<file path="src/rtl/calc_pkg.sv">
// Shared encodings for the calculator arithmetic sequencer.
package calc_pkg;

    typedef enum logic [1:0] {
        OP_ADD = 2'b00,
        OP_SUB = 2'b01,
        OP_MUL = 2'b10,
        OP_RSV = 2'b11
    } op_e;

    typedef enum logic [1:0] {
        S_IDLE = 2'b00,
        S_EXEC = 2'b01,
        S_CONV = 2'b10,
        S_DONE = 2'b11
    } state_e;

    localparam int unsigned MAX_OPERAND = 99;

endpackage

</file>
<file path="src/rtl/calc_alu_sequencer_bcd_converter.sv">
// Sequential double-dabble: binary magnitude to packed BCD digits.
// The load edge performs the first iteration, so RESW edges complete a conversion.
module bcd_converter #(
    parameter int RESW = 14,
    parameter int NDIG = 4
) (
    input  logic                 clk,
    input  logic                 rst_n,
    input  logic                 load,
    input  logic [RESW-1:0]      bin,
    output logic [4*NDIG-1:0]    bcd,
    output logic                 ready
);
    localparam int SRW = 4*NDIG + RESW;
    localparam int CW  = $clog2(RESW + 1);

    logic [SRW-1:0] r_sr;
    logic [CW-1:0]  r_cnt;

    function automatic logic [SRW-1:0] dd_step(input logic [SRW-1:0] sr);
        logic [SRW-1:0] t;
        t = sr;
        for (int d = 0; d < NDIG; d++) begin
            if (t[RESW + 4*d +: 4] >= 4'd5)
                t[RESW + 4*d +: 4] = t[RESW + 4*d +: 4] + 4'd3;
        end
        return t << 1;
    endfunction

    always_ff @(posedge clk or negedge rst_n) begin
        if (!rst_n) begin
            r_sr  <= '0;
            r_cnt <= '0;
        end else if (load) begin
            r_sr  <= dd_step({{(4*NDIG){1'b0}}, bin});
            r_cnt <= CW'(1);
        end else if (r_cnt != '0 && r_cnt != CW'(RESW)) begin
            r_sr  <= dd_step(r_sr);
            r_cnt <= r_cnt + CW'(1);
        end
    end

    assign bcd   = r_sr[SRW-1 -: 4*NDIG];
    assign ready = (r_cnt == CW'(RESW));

endmodule

</file>
<file path="src/rtl/calc_alu_sequencer.sv">
// Calculator arithmetic controller: add/sub/shift-add multiply, then BCD conversion.
// Result outputs change only on entry to DONE, so the display never sees partial values.
module calc_alu_sequencer
    import calc_pkg::*;
#(
    parameter int OPW  = 7,
    parameter int RESW = 14,
    parameter int NDIG = 4
) (
    input  logic                 clk,
    input  logic                 rst_n,
    input  logic                 start,
    input  logic [1:0]           op,
    input  logic [OPW-1:0]       a,
    input  logic [OPW-1:0]       b,
    output logic                 busy,
    output logic                 done,
    output logic [RESW-1:0]      result,
    output logic                 neg,
    output logic                 err,
    output logic [4*NDIG-1:0]    bcd
);
    localparam int MCW = $clog2(OPW);

    state_e             r_state, w_next;
    op_e                r_op;
    logic [OPW-1:0]     r_a, r_b;
    logic [RESW-1:0]    r_acc, w_acc_nxt, w_step;
    logic               r_sign, w_sign_nxt;
    logic [MCW-1:0]     r_mcnt;
    logic               r_busy, r_done;
    logic [RESW-1:0]    r_result;
    logic               r_neg, r_err;
    logic [4*NDIG-1:0]  r_bcd;

    logic               w_accept, w_bad, w_conv_load, w_conv_ready;
    logic [4*NDIG-1:0]  w_conv_bcd;

    assign w_accept = start && (r_state == S_IDLE || r_state == S_DONE);
    assign w_bad    = (32'(a) > MAX_OPERAND) || (32'(b) > MAX_OPERAND) || (op == OP_RSV);
    assign w_step   = r_b[r_mcnt] ? (RESW'(r_a) << r_mcnt) : '0;

    always_comb begin
        w_next      = r_state;
        w_acc_nxt   = r_acc;
        w_sign_nxt  = r_sign;
        w_conv_load = 1'b0;
        case (r_state)
            S_IDLE, S_DONE: begin
                if (w_accept) w_next = w_bad ? S_DONE : S_EXEC;
                else          w_next = S_IDLE;
            end
            S_EXEC: begin
                case (r_op)
                    OP_ADD: begin
                        w_acc_nxt   = RESW'(r_a) + RESW'(r_b);
                        w_conv_load = 1'b1;
                    end
                    OP_SUB: begin
                        if (r_a >= r_b) begin
                            w_acc_nxt  = RESW'(r_a - r_b);
                            w_sign_nxt = 1'b0;
                        end else begin
                            w_acc_nxt  = RESW'(r_b - r_a);
                            w_sign_nxt = 1'b1;
                        end
                        w_conv_load = 1'b1;
                    end
                    default: begin
                        w_acc_nxt = r_acc + w_step;
                        if (r_mcnt == MCW'(OPW-1)) w_conv_load = 1'b1;
                    end
                endcase
                if (w_conv_load) w_next = S_CONV;
            end
            S_CONV: if (w_conv_ready) w_next = S_DONE;
            default: w_next = S_IDLE;
        endcase
    end

    always_ff @(posedge clk or negedge rst_n) begin
        if (!rst_n) begin
            r_state  <= S_IDLE;
            r_op     <= OP_ADD;
            r_a      <= '0;
            r_b      <= '0;
            r_acc    <= '0;
            r_sign   <= 1'b0;
            r_mcnt   <= '0;
            r_busy   <= 1'b0;
            r_done   <= 1'b0;
            r_result <= '0;
            r_neg    <= 1'b0;
            r_err    <= 1'b0;
            r_bcd    <= '0;
        end else begin
            r_state <= w_next;
            r_busy  <= (w_next == S_EXEC) || (w_next == S_CONV);
            r_done  <= (w_next == S_DONE);
            if (w_accept) begin
                r_a    <= a;
                r_b    <= b;
                r_op   <= op_e'(op);
                r_acc  <= '0;
                r_sign <= 1'b0;
                r_mcnt <= '0;
            end else if (r_state == S_EXEC) begin
                r_acc  <= w_acc_nxt;
                r_sign <= w_sign_nxt;
                r_mcnt <= r_mcnt + MCW'(1);
            end
            // Only two ways into DONE: conversion finished, or a rejected request.
            if (w_next == S_DONE) begin
                if (r_state == S_CONV) begin
                    r_result <= r_acc;
                    r_bcd    <= w_conv_bcd;
                    r_neg    <= r_sign;
                    r_err    <= 1'b0;
                end else begin
                    r_result <= '0;
                    r_bcd    <= '0;
                    r_neg    <= 1'b0;
                    r_err    <= 1'b1;
                end
            end
        end
    end

    bcd_converter #(
        .RESW (RESW),
        .NDIG (NDIG)
    ) u_bcd (
        .clk   (clk),
        .rst_n (rst_n),
        .load  (w_conv_load),
        .bin   (w_acc_nxt),
        .bcd   (w_conv_bcd),
        .ready (w_conv_ready)
    );

    assign busy   = r_busy;
    assign done   = r_done;
    assign result = r_result;
    assign neg    = r_neg;
    assign err    = r_err;
    assign bcd    = r_bcd;

endmodule

</file>
<file path="config.mk">
export PLATFORM = sky130hd
export DESIGN_NAME = calc_alu_sequencer
export DESIGN_NICKNAME = d
export VERILOG_FILES = /design/src/rtl/calc_pkg.sv /design/src/rtl/calc_alu_sequencer_bcd_converter.sv /design/src/rtl/calc_alu_sequencer.sv
export SDC_FILE = /design/constraint.sdc
export NUM_CORES = 1
export LEC_CHECK = 0
export CAP_MARGIN = 20
export CORE_AREA = 10 10 122 146
export CTS_BUF_LIST = sky130_fd_sc_hd__clkbuf_4
export CTS_CLUSTER_DIAMETER = 50
export DETAILED_ROUTE_END_ITERATION = 16
export DIE_AREA = 0 0 132 156
export GPL_ROUTABILITY_DRIVEN = 0
export MAX_ROUTING_LAYER = met4
export SETUP_SLACK_MARGIN = 0.5
export SLEW_MARGIN = 15
export SYNTH_ARGS = -nofsm -noshare
export SYNTH_HDL_FRONTEND = slang
export SYNTH_SLANG_ARGS = --single-unit
</file>
<file path="constraint.sdc">
create_clock -name clk -period 5.6 [get_ports clk]
set_input_delay 1.68 -clock clk [delete_from_list [all_inputs] [get_ports clk]]
set_output_delay 1.68 -clock clk [all_outputs]
set_load 0.01 [all_outputs]
</file>
# Word level (Yosys, flattened, before mapping)
# Index checks and enable logic that the tools add are counted.
dict set report word_totals {
  ff_bits 104
  latch_bits 0
  mem_bits_rw 0
  mem_bits_ro 0
  in_bits 19
  elab_cells 95
  mem_count 0
}
dict set report op_classes {
  n_addsub 10
  mul 0
  div_mod_pow 0
  magnitude_cmp 8
  eq_ne 11
  n_shift 1
  muxes 35
  bitwise 0
  reduce_logical 15
}
# cell count
set ops {}
lappend ops {{2-to-1 mux 14 bit} 6}
lappend ops {{2-to-1 mux 30 bit} 2}
lappend ops {{case mux 14 bit (2 select lines)} 1}
lappend ops {{2-to-1 mux 4 bit} 5}
lappend ops {{greater-or-equal comparator 4 x 3 -> 1 bit (second input constant)} 4}
lappend ops {{2-to-1 mux 16 bit} 1}
lappend ops {{subtractor 7 x 7 -> 8 bit} 2}
lappend ops {{adder 14 bit} 1}
lappend ops {{greater-than comparator 7 bit (second input constant)} 2}
lappend ops {{<< shifter 7 x 3 -> 14 bit} 1}
lappend ops {{adder 4 x 2 -> 4 bit (second input constant)} 3}
lappend ops {{2-to-1 mux 1 bit} 11}
lappend ops {{equality test 2 bit (second input constant)} 5}
lappend ops {{2-to-1 mux 3 bit} 3}
lappend ops {{adder 7 x 7 -> 8 bit} 1}
lappend ops {{2-to-1 mux 2 bit} 4}
lappend ops {{greater-or-equal comparator 7 bit} 1}
lappend ops {{equality test 2 x 1 -> 1 bit (second input constant)} 3}
lappend ops {{case mux 2 bit (3 select lines)} 1}
lappend ops {{nonzero test 2 bit} 3}
lappend ops {{adder 4 x 1 -> 4 bit (second input constant)} 1}
lappend ops {{equality test 4 bit (second input constant)} 1}
lappend ops {{logical NOT 2 bit} 2}
lappend ops {{logical OR 1 bit} 4}
lappend ops {{10 further kinds} 12}

# Longest topological paths before layout
dict set report logic_depth {
  word_depth 8
  depth_mapped 16
  ltp_nobuf 14
}

# By module
# Synthesis repeated with hierarchy kept, for this count alone.
dict set report unflattened {
  hier_cells 838
  hier_area_um2 7073.0
}
# mod n_inst cells_each area_each_um2 seq_area_each_um2
set by_module_without_submodules {}
lappend by_module_without_submodules {calc_alu_sequencer 1 596 4923.5 1751.7}
lappend by_module_without_submodules {bcd_converter 1 242 2149.6 825.8}

# Worst setup path before layout
# OpenSTA, ideal clock, no wires.
dict set report synth_path {
  path_type {register to register}
  startpoint {reg r_mcnt[1]}
  endpoint {reg u_bcd.r_sr[14]}
  setup_ns 0.124
  arrival_ns 3.313
  t_required_ns 5.476
  setup_slack_ns 2.163
  stages_incl_launch_ff 15
  cell_sequence {dfrtp_1 > clkbuf_1 > mux4_2 > nand2_1 > and2_1 > clkbuf_1 > a211oi_1 > ha_1 > a21o_1 > a21oi_1 > nor2b_1 > a311oi_1 > or2_2 > mux2i_1 > o31a_1}
}
dict set report synth_between {
  elab_chain_cells 7
  word_cells_on_any_way 14
  classes_between {add/sub: 1; eq/ne: 1; shift: 1; mux: 10; reduce/logical: 1}
}
# item line_no
set synth_lines {}
lappend synth_lines {{from (decl)} calc_alu_sequencer.sv:30} ;# logic [MCW-1:0] r_mcnt;
lappend synth_lines {{from (signal assigned)} calc_alu_sequencer.sv:110} ;# r_mcnt <= r_mcnt + MCW'(1);
lappend synth_lines {{binary-select mux 1 bit (select 3 bit)} calc_alu_sequencer.sv:41} ;# assign w_step = r_b[r_mcnt] ? (RESW'(r_a) << r_mcnt) : '0;
lappend synth_lines {{2-to-1 mux 1 bit (implied by the code)} calc_alu_sequencer.sv:41}
lappend synth_lines {{2-to-1 mux 14 bit} calc_alu_sequencer.sv:41}
lappend synth_lines {{adder 14 bit} calc_alu_sequencer.sv:70} ;# w_acc_nxt = r_acc + w_step;
lappend synth_lines {{case mux 14 bit (2 select lines)} calc_alu_sequencer.sv:54} ;# case (r_op)
lappend synth_lines {{2-to-1 mux 14 bit} calc_alu_sequencer.sv:48} ;# case (r_state)
lappend synth_lines {{2-to-1 mux 30 bit} calc_alu_sequencer_bcd_converter.sv:34} ;# end else if (load) begin
lappend synth_lines {{to (signal assigned)} calc_alu_sequencer_bcd_converter.sv:35} ;# r_sr <= dd_step({{(4*NDIG){1'b0}}, bin});
lappend synth_lines {{to (signal assigned)} calc_alu_sequencer_bcd_converter.sv:38} ;# r_sr <= dd_step(r_sr);
lappend synth_lines {{to (decl)} calc_alu_sequencer_bcd_converter.sv:17} ;# logic [SRW-1:0] r_sr;
# Parallel ways exist; a longest one is shown, timed or not. The select of a mux whose other input is x is not followed.
# A chain may end at the register's enable or synchronous reset.

# Worst setup path after layout
# Same ends and word-level chain as after synthesis.

==> results.txt <==
The flow ran to the end, and the final reports show no timing, DRC or antenna violations. The most critical setup path has its startpoint at r_mcnt[1]$_DFFE_PN0P_. For the clock tree skew after final layout, the log shows 0.0189 ns.

In this run the most used layer during global routing was met2. Clock transition time at the flip-flop clock pins of the worst setup and hold paths: 0.16 ns. The worst hold-check path type was reg2reg. TritonCTS built the clock tree.

The maximum fanout count along the critical path came out at 20. Sorting the synthesized cells by area gives the leading types as sky130_fd_sc_hd__dfrtp_1 (39%), sky130_fd_sc_hd__ha_1 (9.7%), sky130_fd_sc_hd__o21ai_0 (6.5%). Number of nets in the synthesized netlist: 857. The synthesized design devotes to its leading area cell type 39.2% of total area. The library cells used most frequently in the layout, excluding fill and tap cells, are sky130_fd_sc_hd__dfrtp_1 (103), sky130_fd_sc_hd__nand2_1 (97), sky130_fd_sc_hd__o21ai_0 (85).

The first detailed-routing pass took 5 iterations. At the placement stage, the worst setup path has a slack of 1.42 ns. In the global route stage, overall resource usage came out at 16.7%. In this run the horizontal extent of the chip is 132 um. Clock tree synthesis selected as its root buffer the cell sky130_fd_sc_hd__clkbuf_4. In this run the static leakage power is 0.00325 uW. The H-tree was split into 3 levels. During I/O placement, the number of pins put on the boundary was 53. The number of different library cells used by synthesis comes to 58.

The worst setup path is of the reg2reg kind. A synthesized cell averages 8.40 um2. After clock tree synthesis, the flow added hold-fix buffers numbering 0. The number of synthesized flops with an enable pin was 0.

The library cell occupying the most area in the post-synthesis netlist was sky130_fd_sc_hd__dfrtp_1. The logs give 0 for the max capacitance violation total and 4.38 ns for the arrival time reported for the critical path endpoint. The achievable frequency came out at 0.251 GHz. Setup repair after global routing left no endpoint under its margin. Summing all multi-input logic gate instances after layout gives 3530 um2. The tools report the placed wire-length estimate as 12.5 mm.

The layout has 1457 filler cells. The final hold violation count is 0, and the final net count is 884. The source of the worst hold timing path is u_bcd.r_sr[1]$_DFFE_PN0P_. Global routing used 29.3% of the available met2 tracks.

The final clock period utilization by the worst path works out to 71.1%. The final layout contains routed wiring with a total length of 16.5 mm. The required time at the worst-slack endpoint is 6.00 ns. The detailed-route wire length per cell is 16.2 um.

The share of async-settable or async-resettable flops after synthesis is 100%, and the area of the mapped netlist is 6580 um2. In the routed layout, each cell is associated on average with a via count of 5.41. The via count of the first global-routing pass is 5578, and the via count of the routed design is 5507. The cell type group with the largest total delay on the critical path is simple AND/OR/NAND/NOR gates. The worst setup path is launched from a register.

On the worst path, the slowest cell contributes a delay of 0.80 ns. The number of clock buffers added by TritonCTS is 9. Yosys printed 0 warnings. The slew at the pin with the worst max-slew slack is 1.01 ns. At the end of the flow the core is filled with cells to 49.7%.

The longest clock path from root to sink contains 2 buffers. In the synthesized netlist the dominant register cell turns out to be sky130_fd_sc_hd__dfrtp_1. The count of pins over their slew limit is 0, and the pin count of the biggest net entering global routing is 71. For this run the aggregate overflow at the end of global routing stands at 0.

Number of antenna violations at the first check in global routing: 1. Core box area: 14900 um2. Global routing used 18.6% of the available met1 tracks. The number of routed nets with antenna violations was 0; the area added between synthesis and finish was 12.5%. For the area taken by flip-flops and latches, the log shows 2580 um2. The slowest stage of the critical path is the sky130_fd_sc_hd__dfrtp_1 cell. Type of element capturing the critical path: a register. For this run, the register share of the synthesized area comes to 39.2%.

The library cell used most frequently in the layout, excluding fill and tap cells, is sky130_fd_sc_hd__dfrtp_1. After routing, the total negative slack on setup checks comes to 0 ns. Global routing consumed, on the met3 layer, 2.67% of the routing resources. For the number of rows in the core area, the log shows 49.

The y dimension of the die was 156 um; the DRC marker count from the first detailed-route iteration was 350. Setup violations remaining at the end of the flow were counted as 0. The worst-case IR drop observed on VDD is 0.000289 V.

During placement, the flow inserted port buffers numbering 52. After clock tree synthesis, the setup repair step added 0 buffers. The final period demand of the worst path is 3.98 ns, and the total of cells resized after clock tree synthesis is 0. The cell count after synthesis came out at 783.

The number of buffers and inverters on the critical path was 0. The run gives 0 as the final routed DRC violation total. The critical path goes through mux4_2, nand2_1, and2_1, a211oi_1, ha_1, and3_1, and2_1, a31oi_1, a311oi_1, or2_2, mux2i_1, o31a_1. Once the floorplan was initialized, standard cells occupied 44.1% of the core. Cells with a size suffix above 1 make up 4.55% of the layout. The global-route wire length before repair was 27.7 mm. The run gives 0.49 ns as the clock latency at the later pin of the worst-skew pair. The cell type with the highest occurrence count on the critical path was sky130_fd_sc_hd__and2_1.

In this run the power density over the cells is 612 nW/um2. Clock tree synthesis found a total of 103 sinks. In this run the critical register-to-register path is launched from r_mcnt[1]$_DFFE_PN0P_.

After layout, the worst setup slack is 1.62 ns. For the die area, the log shows 20600 um2. For the remaining max-slew budget at the tightest pin, the log shows 32.9%. The synthesized design contains 103 register bits.
[state kept, by name, summed over array words and instances (netlist names), 2 cells and up]
register and count:
r_mcnt 3, r_state 2, u_bcd.r_cnt 4, r_a 7, r_op 2, bcd 16
r_b 7, result 14, r_acc 14, u_bcd.r_sr 29
[kinds of logic (layout without fill, tap and decap cells)]
family	after synthesis	count (layout)	synth area share (%)
other	0	1	0
adders and majority gates	55	55	10.9
buffers and inverters	120	150	7.21
xor gates and xnor gates	23	23	3.06
DFF	103	103	39.2
and+or+nand+nor	248	248	17.2
muxes	18	18	3.06
AOI/OAI and AO/OA	216	216	19.4
[per-layer routing]
metal  routed length [um]  vias to the layer above  part of all wire, %
met1                 7080                     2663                   43
li1                     -                     2720                    -
met5                    0                        -                    0
met4                  454                        0                  2.8
met2                 8480                       95                   52
met3                  445                       29                  2.7
[through the flow]
step | hold slack [ns] | cell area [um2] | total power [uW] | instances
global route | 0.551 | 7400 | 4970 | 1018
detailed placement | 0.496 | 7230 | 4100 | 1002
global placement | 0.482 | 7200 | 4010 | 1000
CTS | 0.531 | 7380 | 4550 | 1016
floorplan | 0.467 | 6580 | 3340 | 783
finish | 0.526 | 7400 | 4530 | 1018
[power breakdown]
group	leakage (uW)	switching (uW)	internal, uW
sequential	0.00134	324	1040
combinational	0.00183	1590	1130
clock	0.0000783	254	181
[worst register-to-register path: cells and delay by family, from the launching register on]
kind	cells	cell delay, ns
adders and majority gates	1	0.34
and+or+nand+nor	5	1.18
DFF	1	0.80
AOI/OAI and AO/OA	4	0.81
muxes	2	0.77
[layout make-up]
| cell class | count | area share [%] |
|---|---|---|
| Multi-Input combinational cell | 560 | 47.7 |
| Sequential cell | 103 | 34.8 |
| Timing Repair Buffer | 60 | 8.12 |
| Inverter | 76 | 3.86 |
| Tap cell | 204 | 3.45 |
| Clock buffer | 10 | 1.01 |
| Clock inverter | 4 | 0.981 |
| Antenna cell | 1 | 0.0338 |
[worst paths after layout]
kind,to,slack (ns),cells past startpoint
setup / recovery,u_bcd.r_sr[14]$_DFFE_PN0P_,1.62,12
hold / removal,u_bcd.r_sr[1]$_DFFE_PN0P_,0.53,2
setup reg to reg,u_bcd.r_sr[14]$_DFFE_PN0P_,1.62,12
hold reg to reg,u_bcd.r_sr[1]$_DFFE_PN0P_,0.53,2
max in group asynchronous,u_bcd.r_sr[6]$_DFFE_PN0P_,3.29,2
min in group asynchronous,r_acc[10]$_DFFE_PN0P_,1.32,1
[synthesized netlist by cell type, types with 4 or more instances]
| cell | instances |
|---|---|
| sky130_fd_sc_hd__nand3_1 | 39 |
| sky130_fd_sc_hd__xor2_1 | 9 |
| sky130_fd_sc_hd__clkbuf_1 | 35 |
| sky130_fd_sc_hd__o21ai_0 | 85 |
| sky130_fd_sc_hd__ha_1 | 51 |
| sky130_fd_sc_hd__xnor2_1 | 14 |
| sky130_fd_sc_hd__a31oi_1 | 11 |
| sky130_fd_sc_hd__fa_1 | 4 |
| sky130_fd_sc_hd__nor3_1 | 12 |
| sky130_fd_sc_hd__a21oi_1 | 66 |
| sky130_fd_sc_hd__buf_1 | 5 |
| sky130_fd_sc_hd__and3_1 | 11 |
| sky130_fd_sc_hd__nor2_1 | 53 |
| sky130_fd_sc_hd__nand2_1 | 97 |
| sky130_fd_sc_hd__inv_1 | 75 |
| sky130_fd_sc_hd__nor2b_1 | 9 |
| sky130_fd_sc_hd__mux2i_1 | 13 |
| sky130_fd_sc_hd__dfrtp_1 | 103 |
| sky130_fd_sc_hd__and2_1 | 5 |
| sky130_fd_sc_hd__a21o_1 | 6 |
| sky130_fd_sc_hd__nand2b_1 | 8 |
| sky130_fd_sc_hd__a211oi_1 | 14 |
| sky130_fd_sc_hd__o21bai_1 | 4 |
Note: power is estimated with default switching activity, not from simulation.
==> patch 1, RTL diff (same flow settings) <==
Add an input register stage for `start`, `op`, `a` and `b`, with the module's reset; this delays them by one clock.
--- a/src/rtl/calc_alu_sequencer.sv
+++ b/src/rtl/calc_alu_sequencer.sv
@@ -23,4 +23,23 @@
     localparam int MCW = $clog2(OPW);
 
+    logic start_q;
+    logic [1:0] op_q;
+    logic [OPW-1:0] a_q;
+    logic [OPW-1:0] b_q;
+
+    always_ff @(posedge clk or negedge rst_n) begin
+        if (!rst_n) begin
+            start_q <= '0;
+            op_q    <= '0;
+            a_q     <= '0;
+            b_q     <= '0;
+        end else begin
+            start_q <= start;
+            op_q    <= op;
+            a_q     <= a;
+            b_q     <= b;
+        end
+    end
+
     state_e             r_state, w_next;
     op_e                r_op;
@@ -37,6 +56,6 @@
     logic [4*NDIG-1:0]  w_conv_bcd;
 
-    assign w_accept = start && (r_state == S_IDLE || r_state == S_DONE);
-    assign w_bad    = (32'(a) > MAX_OPERAND) || (32'(b) > MAX_OPERAND) || (op == OP_RSV);
+    assign w_accept = start_q && (r_state == S_IDLE || r_state == S_DONE);
+    assign w_bad    = (32'(a_q) > MAX_OPERAND) || (32'(b_q) > MAX_OPERAND) || (op_q == OP_RSV);
     assign w_step   = r_b[r_mcnt] ? (RESW'(r_a) << r_mcnt) : '0;
 
@@ -99,7 +118,7 @@
             r_done  <= (w_next == S_DONE);
             if (w_accept) begin
-                r_a    <= a;
-                r_b    <= b;
-                r_op   <= op_e'(op);
+                r_a    <= a_q;
+                r_b    <= b_q;
+                r_op   <= op_e'(op_q);
                 r_acc  <= '0;
                 r_sign <= 1'b0;
Formal check against the unedited RTL: not equivalent (Yosys sat finds a counterexample within 4 cycles, from zero or initial values and one cycle with rst_n low).
==> patch 1 against the original RTL <==
Routed wire length is 12% higher. Highest routed layer unchanged. Worst setup slack better by 130 ps. Area after synthesis grew 7.9%. Final area grew 10%. Critical path depth decreased by 1. Total power increased by 14%. Sequential share of layout area up 2.1 points. Sequential cell count increased by 17. Hold slack got worse by 64 ps.
==> patch 1: results (changes against the original RTL) <==
- Outcome: complete, no violations (unchanged)
- Synth top area cells: dfrtp_1 42%, ha_1 9.0%, nand2_1 5.5% (was dfrtp_1 39%, ha_1 9.7%, o21ai_0 6.5%)
- Maximum vdd drop: 0.315 mV (was 0.289 mV)
- Fillers: 1408 (was 1457)
- Hold path startpoint: b_q[0]$_DFF_PN0_ (was u_bcd.r_sr[1]$_DFFE_PN0P_)
- Vias in the first global route: 5933 (was 5578)
- CTS Buf Count: 17 (was 9)
- Critical path's largest stage delay: 710 ps (was 800 ps)
- R2R Setup Slk: 1750 ps (was 1620 ps)
- Maximum number of pins on one net before global-route repair: 56 (was 71)
- Hold Path End: r_b[0]$_DFFE_PN0P_ (was u_bcd.r_sr[1]$_DFFE_PN0P_)
- Synth unique cells: 56 (was 58)
- CP max FO: 15 (was 20)
- Via Count: 5952 (was 5507)
- List of most frequent post-synthesis cells: 120 x dfrtp_1, 104 x nand2_1, 77 x o21ai_0 (was 103 x dfrtp_1, 97 x nand2_1, 85 x o21ai_0)
- Hpwl dp: 13900 um (was 12500 um)
- Drt initial violations: 529 (was 350)
- H-tree depth: 4 (was 3)
- Clock slew at reported path FFs: 110 ps (was 160 ps)
- Reg-to-Reg End: u_bcd.r_sr[13]$_DFFE_PN0P_ (was u_bcd.r_sr[14]$_DFFE_PN0P_)
- WL final: 18400 um (was 16500 um)
- Fin Clk Skew: 27.6 ps (was 18.9 ps)
- Clock Latency Late Sink: 540 ps (was 490 ps)
- Crit path to: u_bcd.r_sr[13]$_DFFE_PN0P_ (was u_bcd.r_sr[14]$_DFFE_PN0P_)
- Post-Synth XOR/XNOR Area: 2.72% (was 3.06%)
- Number of port buffers: 52 (unchanged)
- Worst-Margin Slew: 888 ps (was 1010 ps)
- Syn nets: 884 (was 857)
- Worst R2R Path Depth: 11 (was 12)
- First-pass GRT wire length: 30800 um (was 27700 um)
- Cell family contributing the most delay on the critical path: compound AO/OA/AOI/OAI gates (was simple AND/OR/NAND/NOR gates)
- Arrival @ worst endpoint: 4280 ps (was 4380 ps)
- Post-Synth Adder-Cell Area: 10.1% (was 10.9%)
- Total GRT Usage: 18.9% (was 16.7%)
- Leak: 3.60 nW (was 3.25 nW)
- Fraction of layout cells with a size suffix above 1: 6.96% (was 4.55%)
- Mux cell area share after synthesis: 2.79% (was 3.06%)
[patch 1: cell count changes after synthesis, moves of 6 or more]
cell and delta:
nand2_1 +7, nand2b_1 +6, a41oi_1 +8, a21oi_1 -16, a31oi_1 +11, nor2_1 -8
buf_2 +7, o21ai_1 +8, dfrtp_1 +17, and3_1 +8, o21ai_0 -8
[patch 1: cell type report]
| type | instances | area, um2 | area share [%] |
|---|---|---|---|
| antenna | 1 | 2.50 | 0.0308 |
| clock buffer | 19 | 143 | 1.75 |
| clock inverter | 13 | 191 | 2.35 |
| inverter | 74 | 278 | 3.41 |
| multi-input combinational | 574 | 3660 | 45.0 |
| sequential | 120 | 3000 | 36.9 |
| tap | 204 | 255 | 3.14 |
| timing repair buffer | 62 | 604 | 7.43 |
[patch 1: layer usage]
layer / routed length (um) / share of wire (%) / track usage [%]
met1: 7610 / 41 / 20.9
met2: 9270 / 50 / 32.1
met3: 685 / 3.7 / 3.19
met4: 824 / 4.5 / 10.4
met5: 0 / 0 / -
[patch 1: power by group]
| part | switching (mW) | internal [mW] | total (mW) |
|---|---|---|---|
| Clock | 0.346 | 0.369 | 0.715 |
| Combinational | 1.77 | 1.17 | 2.94 |
| Sequential | 0.324 | 1.17 | 1.50 |
[patch 1: stage by stage]
stage               util, %  area (um2)  worst slack, ps  hold WS (ps)  instances
floorplan                 -        7100             2370           426        810
global placement       52.2        7770             1990           439       1032
detailed placement     52.2        7770             1820           441       1032
CTS                    54.4        8110             1800           466       1064
global route           54.6        8140             1560           492       1067
finish                 54.6        8140             1750           461       1067
[patch 1: worst min-delay path, delay by kind of cell (launching register included)]
| kind | cells | cell delay, ps |
|---|---|---|
| simple gates | 1 | 40 |
| flops | 1 | 340 |
| compound gates | 1 | 60 |
==> patch 2, RTL diff (config.mk and constraints unchanged) <==
Made on the original files. `OPW`: 7 -> 8.
--- a/src/rtl/calc_alu_sequencer.sv
+++ b/src/rtl/calc_alu_sequencer.sv
@@ -4,5 +4,5 @@
     import calc_pkg::*;
 #(
-    parameter int OPW  = 7,
+    parameter int OPW  = 8,
     parameter int RESW = 14,
     parameter int NDIG = 4
Ports: changed (resized a and b); port bits go from 53 to 55. No check against the original RTL was run, so the function may have changed too.
==> patch 2 against the original RTL <==
Sequential power rose by 7%. Synthesized cell count rose by 7.2%. Final area rose by 5.6%. Via count rose by 9.6%. Area after synthesis rose by 6.7%. Cell count rose by 5.1%. Clock power rose by 3%. Worst setup slack improved by 120 ps. Routed wire length rose by 16%. Sequential cell count rose by 2. Total power rose by 15%. Fmax rose by 3.0%. Largest cell class unchanged. Highest routed layer unchanged.
==> patch 2: results (changes against the original RTL) <==
- Worst slew margin: 25.4% (was 32.9%)
- TritonRoute pass-1 iters: 5 (unchanged)
- Wirelength per Cell: 17.8 um (was 16.2 um)
- # resized after CTS: 0 (unchanged)
- Syn. warnings: 0 (unchanged)
- Maximum number of pins on one net before global-route repair: 79 (was 71)
- Hpwl dp: 14300 um (was 12500 um)
- Hold Crit Class: reg -> reg (unchanged)
- Rows: 49 (unchanged)
- Leak: 3.46 nW (was 3.25 nW)
- Post-CTS setup buffer count: 0 (unchanged)
- Total GRT Usage: 19.2% (was 16.7%)
- Arrival @ worst endpoint: 4250 ps (was 4380 ps)
- Clock Latency Late Sink: about 500 ps
- Area after DPL: 0.00766 mm2 (was 0.00723 mm2)
- List of most frequent post-synthesis cells: 105 x dfrtp_1, 94 x nand2_1, 88 x o21ai_0 (was 103 x dfrtp_1, 97 x nand2_1, 85 x o21ai_0)
- Drt initial violations: 386 (was 350)
- Outcome: complete, no violations (unchanged)
- Synth top area cells: dfrtp_1 37%, ha_1 9.6%, o21ai_0 6.3% (was dfrtp_1 39%, ha_1 9.7%, o21ai_0 6.5%)
- H-tree depth: 3 (unchanged)
- CP max FO: 10 (was 20)
- Hold path depth: 2 (unchanged)
- Clock Path Buffers: 2 (unchanged)
- Fraction of registers with async set/reset: 100% (unchanged)
- Worst R2R Path Depth: 14 (was 12)
- DR top layer: met4 (unchanged)
- Via Count: 6037 (was 5507)
- Fin nets: 941 (was 884)
- Number of flip-flops in the largest register: 29 (unchanged)
- Number of port buffers: 54 (was 52)
- Vias in the first global route: 6079 (was 5578)
- M1 WL: 7790 um (was 7080 um)
- CTS Buf Count: 9 (unchanged)
- Fraction of layout cells with a size suffix above 1: 3.58% (was 4.55%)
- Most flops, register: u_bcd.r_sr (unchanged)
- Root Buffer: clkbuf_4 (unchanged)
- CP max stage cell: dfrtp_1 (unchanged)
- Routed wl met3: 755 um (was 445 um)
- First-pass GRT wire length: 31200 um (was 27700 um)
- Syn nets: 918 (was 857)
- Maximum vdd drop: 0.309 mV (was 0.289 mV)
- Initial antenna violation count: 1 (unchanged)
- Clock slew at reported path FFs: 160 ps (about the same)
- Seq/Total Area, Yosys: 37.4% (was 39.2%)
- Metal2 WL: 9810 um (was 8480 um)
- Fin Clk Skew: 12.2 ps (was 18.9 ps)
- Synth unique cells: 58 (unchanged)
- Critical path's largest stage delay: 540 ps (was 800 ps)
[patch 2: logic make-up after synthesis]
family,Yosys count,share of synthesized area (%)
adder cells (fa/ha/maj),58,10.8
buffers and inverters,130,7.24
multiplexers,25,3.92
flip-flops,105,37.4
XOR/XNOR,25,3.12
AND/OR/NAND/NOR,253,16.5
AO/OA/AOI/OAI,243,21.0
[patch 2: layout make-up]
cell class	instances	area (um2)
antenna	1	2.50
fill	1407	7080
tap	204	255
timing repair buffer	61	591
multi-input combinational	604	3890
clock buffer	9	67.6
clock inverter	5	81.3
inverter	81	304
sequential	105	2630
[patch 2: final timing paths]
kind | slack, ps | end | start
worst max-delay path | 1740 | u_bcd.r_sr[13]$_DFFE_PN0P_ | r_mcnt[0]$_DFFE_PN0P_
worst min-delay path | 530 | bcd[10]$_DFFE_PN0P_ | bcd[10]$_DFFE_PN0P_
worst max register to register | 1740 | u_bcd.r_sr[13]$_DFFE_PN0P_ | r_mcnt[0]$_DFFE_PN0P_
worst min register to register | 530 | bcd[10]$_DFFE_PN0P_ | bcd[10]$_DFFE_PN0P_
max in group asynchronous | 3270 | r_b[0]$_DFFE_PN0P_ | rst_n
min in group asynchronous | 1300 | result[6]$_DFFE_PN0P_ | rst_n
[patch 2: stage by stage]
stage | setup WS (ps) | std cells
finish | 1740 | 1070
global route | 1430 | 1070
CTS | 1730 | 1069
detailed placement | 1380 | 1055
global placement | 1470 | 1055
floorplan | 2160 | 839
[patch 2: report_power, final]
group          internal (mW)  switching [mW]  total, mW
combinational           1.33            1.97       3.31
clock                  0.178           0.271      0.449
sequential              1.09           0.370       1.46
total                   2.60            2.61       5.21
[patch 2: critical path: cells and delay by family, from the launching register on]
| family | cells | cell delay, ps |
|---|---|---|
| xor+xnor | 1 | 80 |
| simple gates | 2 | 220 |
| compound gates | 7 | 1500 |
| mux | 1 | 500 |
| fa+ha+maj | 2 | 690 |
| flops | 1 | 540 |
| buf+inv | 1 | 230 |
[patch 2: metal layers]
metal,up-vias,GRT usage [%]
met2,158,34.1
met4,0,9.50
li1,2937,-
met5,-,-
met1,2904,20.8
met3,38,2.58
